## config.mk

```make
export PLATFORM = sky130hd
export DESIGN_NAME = imem_loader
export DESIGN_NICKNAME = d
export VERILOG_FILES = /design/src/rtl/imem_loader.sv
export SDC_FILE = /design/constraint.sdc
export NUM_CORES = 2
export LEC_CHECK = 0
export CAP_MARGIN = 0
export CORE_ASPECT_RATIO = 0.75
export CORE_UTILIZATION = 55
export DETAILED_ROUTE_END_ITERATION = 10
export GPL_TIMING_DRIVEN = 0
export MAX_ROUTING_LAYER = met4
export PLACE_DENSITY = 0.72
export SETUP_SLACK_MARGIN = 0.15
export SYNTH_ARGS = -nofsm -noshare
export SYNTH_HDL_FRONTEND = slang
export SYNTH_SLANG_ARGS = --single-unit
```

## constraint.sdc

```tcl
create_clock -name clock -period 2.85 [get_ports clock]
set_input_delay 0.57 -clock clock [delete_from_list [all_inputs] [get_ports clock]]
set_output_delay 0.57 -clock clock [all_outputs]
set_load 0.02 [all_outputs]
```

## src/rtl/imem_loader.sv

```systemverilog
// imem_loader: instruction RAM filled over a valid/ready port; serves PMIPSL0 fetches and sequences its reset
module imem_loader #(
  parameter int DEPTH      = 128,
  parameter int AW         = 7,
  parameter int IW         = 17,
  parameter int RST_CYCLES = 4
) (
  input  logic          clock,
  input  logic          reset,
  input  logic [16:0]   imemaddr,
  output logic [IW-1:0] imemrdata,
  input  logic          load_start,
  input  logic          run_start,
  input  logic          load_valid,
  input  logic [IW-1:0] load_data,
  input  logic          load_last,
  output logic          load_ready,
  output logic          cpu_reset,
  output logic [AW:0]   load_count,
  output logic          load_err
);
  localparam int CW = $clog2(RST_CYCLES + 1);
  typedef enum logic [1:0] {HOLD, LOAD, RELEASE, RUN} state_t;
  state_t state, state_nx;
  logic [CW-1:0] hold_cnt;
  logic [IW-1:0] mem [DEPTH];
  logic accept, full, hi_zero, unused_lsb;
  logic [AW-1:0] idx;
  assign accept     = load_valid & load_ready;
  assign full       = load_count == (AW+1)'(DEPTH);
  assign load_ready = state == LOAD;
  assign cpu_reset  = state != RUN;
  assign idx        = imemaddr[AW:1];
  assign hi_zero    = ~|(imemaddr >> (AW + 1));
  assign unused_lsb = imemaddr[0];
  assign imemrdata  = (state == RUN && hi_zero && {1'b0, idx} < load_count) ? mem[idx] : '0;
  // next-state: load_start beats run_start in HOLD; last accepted word ends a load
  always_comb begin
    state_nx = state;
    case (state)
      HOLD:    state_nx = load_start ? LOAD : run_start ? RELEASE : HOLD;
      LOAD:    state_nx = (accept && load_last) ? RELEASE : LOAD;
      RELEASE: state_nx = (hold_cnt == CW'(RST_CYCLES - 1)) ? RUN : RELEASE;
      RUN:     state_nx = load_start ? LOAD : RUN;
    endcase
  end
  // state, hold counter and load bookkeeping; count doubles as write pointer
  always_ff @(posedge clock or posedge reset) begin
    if (reset) begin
      state      <= HOLD;
      hold_cnt   <= '0;
      load_count <= '0;
      load_err   <= 1'b0;
    end else begin
      state    <= state_nx;
      hold_cnt <= (state == RELEASE) ? hold_cnt + 1'b1 : '0;
      if (state != LOAD && state_nx == LOAD) begin
        load_count <= '0;
        load_err   <= 1'b0;
      end else if (accept) begin
        if (full) load_err <= 1'b1;
        else load_count <= load_count + 1'b1;
      end
    end
  end
  // RAM write port; contents survive reset
  always_ff @(posedge clock) begin
    if (accept && !full) mem[load_count[AW-1:0]] <= load_data;
  end
endmodule

```

==> PnR_summary.wiki <==
{| class="wikitable"
! Metric !! Value
|-
| Headroom to the max-slew limit || around 17%
|-
| Weighted congestion at the end of routability-driven global placement || ~1.1
|-
| Reg-to-reg startpoint || load_count[3]$_DFFE_PP0P_
|-
| Endpoint class of the critical path || output port
|-
| Count of fill cells added during filler insertion || just over 9000
|-
| Count of endpoints failing setup in the final report || 1227
|-
| Initial Utilization || between 50% and 60%
|-
| Wirelength per Cell || between 40 and 50 microns
|-
| Number of H-tree levels || 4
|-
| Slowest stage delay, CP || 0.48 ns
|-
| Slowest cell on crit path || sky130_fd_sc_hd__nand4b_1
|-
| Final Max Slew Viols || 0
|-
| Crit Path Max Fanout || 10
|-
| Clock root cell || sky130_fd_sc_hd__clkbuf_16
|-
| Number of I/O port buffers || 65
|-
| Leakage || roughly 32 nW
|-
| Hold buffer count at CTS || 0
|-
| GRT Total Usage || a little over two fifths
|-
| Async S/R FF share, synth || 0.639%
|-
| Cells after synthesis || 3642
|-
| Vias in the first global route || about 44000
|-
| Max-cap check violation count || 0
|-
| Warnings, synthesis || 0
|-
| CTS tree || yes
|-
| Horizontal extent of the die || about 450 microns
|-
| Commonest non-fill, non-tap cell in the layout || sky130_fd_sc_hd__edfxtp_1
|-
| Area enclosed by the die boundary || 155000 sq um
|-
| Worst-case setup margin in the final layout || -1.43 ns
|-
| Register area share after synthesis || 77.8%
|-
| Unrepaired setup endpoints after global routing || yes
|-
| Violations in the final reports || setup timing
|-
| Distinct cell type count after synthesis || 58
|-
| Number of nets at the end of the flow || roughly 4300
|-
| Total of flip-flops plus latches after synthesis || 2190
|-
| Number of nets in the synthesized netlist || between 3000 and 4000
|-
| Worst-case reg-to-reg path depth || 5
|-
| Clock sink total || 2190
|-
| R2R Path End || mem[47][9]$_DFFE_PP_
|-
| Number of buffers on the longest clock path || 3
|-
| Routed Antenna Nets || 0
|-
| Type of element launching the critical path || primary input
|-
| Post-DR vias/cell || approximately 7.4
|-
| Post-route total power || approximately 68 mW
|-
| Overall die height || between 300 and 400 microns
|-
| Setup slack of the most critical reg-to-reg path || -0.89 ns
|-
| Result of the run || finished, violations left
|-
| Timing-limited maximum frequency || between 200 and 250 MHz
|-
| Final critical-path share of the clock period || 150%
|-
| Share of cells above drive strength 1 || a little under two fifths
|-
| Shortest clock period the worst path allows after layout || 4.28 ns
|-
| Hold Worst Slack || about 0.054 ns
|-
| Via total after detailed routing || 47500
|-
| Leading cell types by total area after synthesis || sky130_fd_sc_hd__edfxtp_1, sky130_fd_sc_hd__mux4_2, sky130_fd_sc_hd__a22oi_1
|-
| Global route total overflow || 0
|-
| Post-synthesis instance area || 84400 sq um
|-
| Clock Latency Late Sink || roughly 0.9 ns
|-
| Setup skew after layout || 0.0427 ns
|-
| Antenna violations before repair || 23
|-
| Detailed placement HPWL || 200 mm
|-
| Reg clk slew, reported paths || approximately 0.06 ns
|-
| Highest-count cells in the layout ignoring fill and taps || sky130_fd_sc_hd__edfxtp_1, sky130_fd_sc_hd__mux4_2, sky130_fd_sc_hd__clkbuf_16, sky130_fd_sc_hd__buf_4, sky130_fd_sc_hd__buf_12
|-
| Hold Path Class || primary input to asynchronous set/reset pin
|-
| Final Hold Vio Count || 0
|-
| Setup CP Type || primary input to output port
|-
| Portion of synthesized cell area occupied by the leading cell type || about 77%
|-
| Number of synthesized flops with an enable pin || approximately 2200
|-
| Largest area contributor in the synthesized netlist || sky130_fd_sc_hd__edfxtp_1
|-
| Core Region || around 150000 sq um
|-
| Multi-input gate area in the final layout || approximately 19000 sq um
|-
| Data arrival time of the worst path || 3.71 ns
|-
| Initial DRT Pass Iterations || 6
|-
| Largest vdd supply drop || 0.000670 V
|-
| First DRT Iteration DRCs || approximately 10000
|-
| Cts bufs inserted || around 190
|-
| Maximum number of pins on one net before global-route repair || 90
|-
| Top FF cell, synth || sky130_fd_sc_hd__edfxtp_1
|-
| Detailed-route wire length || between 300 and 400 mm
|-
| Register area || approximately 66000 sq um
|-
| Standard-cell rows || between 100 and 150
|-
| Data required, critical path || 2.28 ns
|-
| I/O pin cnt || 68
|-
| Transition time of the tightest slew-check pin || between 1 and 1.5 ns
|-
| Area growth from synthesis to final layout || 21.0%
|-
| Average size of a mapped cell || around 23 sq um
|-
| First-pass GRT wire length || 409 mm
|-
| Total power per unit cell area || 664 nW/um^2
|-
| Cells traversed along the worst timing path || clkdlybuf4s18_2, buf_8, buf_8, buf_12, buf_6, mux2i_1, o21ai_2, nand4b_1, a211oi_4, buf_6
|-
| Post-route DRC || 0
|}
==> how the worst max path moves through the flow <==
stage	cells after the start	slack, ns	startpoint	to
after floorplan	9	-0.08	imemaddr[1]	imemrdata[12]
after global placement	9	-4.73	imemaddr[3]	imemrdata[13]
after detailed placement	11	-4.63	imemaddr[2]	imemrdata[13]
after CTS	11	-1.44	load_count[5]$_DFFE_PP0P_	imemrdata[5]
after global routing	11	-1.37	load_count[5]$_DFFE_PP0P_	imemrdata[5]
final	10	-1.43	imemaddr[4]	imemrdata[5]
==> report_power, final <==
group | switching, mW | internal (mW) | leakage [nW]
Clock | 12.2 | 14.1 | 2.99
Sequential | 0.0785 | 35.6 | 19.7
Combinational | 3.91 | 1.95 | 9.60
Total | 16.2 | 51.6 | 32.3
==> stage by stage <==
stage | utilization, % | TNS [ns] | instances | worst slack, ns | cell area, sq um
after detailed placement | 59.3 | -2869.04 | 5823 | -4.63 | 90400
final | 67.0 | -483.36 | 6409 | -1.43 | 102000
after CTS | 66.7 | -240.63 | 6356 | -1.44 | 102000
after global placement | 57.8 | -9571.87 | 5723 | -4.73 | 88100
after floorplan | - | -8.61 | 3642 | -0.0846 | 84900
after global routing | 67.0 | -370.51 | 6403 | -1.37 | 102000
==> state kept, by name, indices dropped and copies added, names as in the netlist <==
register,flops
hold_cnt,3
load_count,8
load_err,1
mem,2176
state,2
==> what timing repair did <==
action	4_1_cts	5_1_grt
hold endpoints to repair	0	0
resized for setup	755	28
cloned	2	0
setup endpoints to repair	2198	1592
pin swaps	107	21
buffers inserted	185	36
==> cell families (layout without fill, tap and decap cells) <==
group	Yosys count	in the layout	synth area share [%]
adders and majority gates	10	10	0.148
other	0	17	0
and+or+nand+nor	272	272	1.44
buffers and inverters	207	941	1.82
DFF	2190	2190	77.8
xor gates and xnor gates	7	7	0.0726
AOI/OAI and AO/OA	319	319	2.64
muxes	637	637	16.0
==> layer usage <==
| metal | GRT usage (%) | vias up | share of wire (%) |
|---|---|---|---|
| li1 | - | 16900 | - |
| met1 | 54.8 | 24600 | 33 |
| met2 | 53.7 | 5039 | 40 |
| met3 | 22.5 | 912 | 20 |
| met4 | 22.0 | 0 | 6.4 |
| met5 | - | - | 0 |
==> worst max-delay path, delay by kind of cell <==
kind / cells / cell delay [ns]
muxes: 1 / 0.19
and+or+nand+nor: 1 / 0.48
AOI/OAI and AO/OA: 2 / 0.78
buffers and inverters: 6 / 1.62
==> Yosys cell counts, types with 4 or more instances <==
master / count
sky130_fd_sc_hd__inv_1: 13
sky130_fd_sc_hd__nor4_1: 10
sky130_fd_sc_hd__buf_1: 14
sky130_fd_sc_hd__mux4_1: 36
sky130_fd_sc_hd__buf_6: 39
sky130_fd_sc_hd__mux4_2: 526
sky130_fd_sc_hd__o211ai_1: 6
sky130_fd_sc_hd__and2_1: 4
sky130_fd_sc_hd__or2_2: 5
sky130_fd_sc_hd__buf_4: 22
sky130_fd_sc_hd__buf_8: 4
sky130_fd_sc_hd__a221oi_1: 16
sky130_fd_sc_hd__nand3_1: 11
sky130_fd_sc_hd__edfxtp_1: 2176
sky130_fd_sc_hd__a21oi_1: 70
sky130_fd_sc_hd__dfrtp_1: 14
sky130_fd_sc_hd__mux2i_1: 74
sky130_fd_sc_hd__buf_2: 56
sky130_fd_sc_hd__nor3_1: 9
sky130_fd_sc_hd__nor2_1: 167
sky130_fd_sc_hd__o41ai_2: 5
sky130_fd_sc_hd__o41ai_1: 10
sky130_fd_sc_hd__nand2b_1: 10
sky130_fd_sc_hd__a31oi_1: 4
sky130_fd_sc_hd__nand2_1: 32
sky130_fd_sc_hd__o21ai_0: 10
sky130_fd_sc_hd__nor2b_1: 6
sky130_fd_sc_hd__clkbuf_1: 36
sky130_fd_sc_hd__buf_12: 13
sky130_fd_sc_hd__ha_1: 10
sky130_fd_sc_hd__clkbuf_4: 5
sky130_fd_sc_hd__o22ai_1: 39
sky130_fd_sc_hd__a22oi_1: 142
sky130_fd_sc_hd__xnor2_1: 7
==> cell type report <==
class / count / share of cell area, %
multi-input cells: 1245 / 18.7
clock buffers: 241 / 4.93
diodes: 17 / 0.0417
inverters: 13 / 0.0600
plain buffers: 192 / 3.09
flip-flops and latches: 2190 / 64.3
well taps: 2016 / 2.47
repair buffers: 388 / 5.19
clock inverters: 107 / 1.14
(Power assumes the default switching activity.)
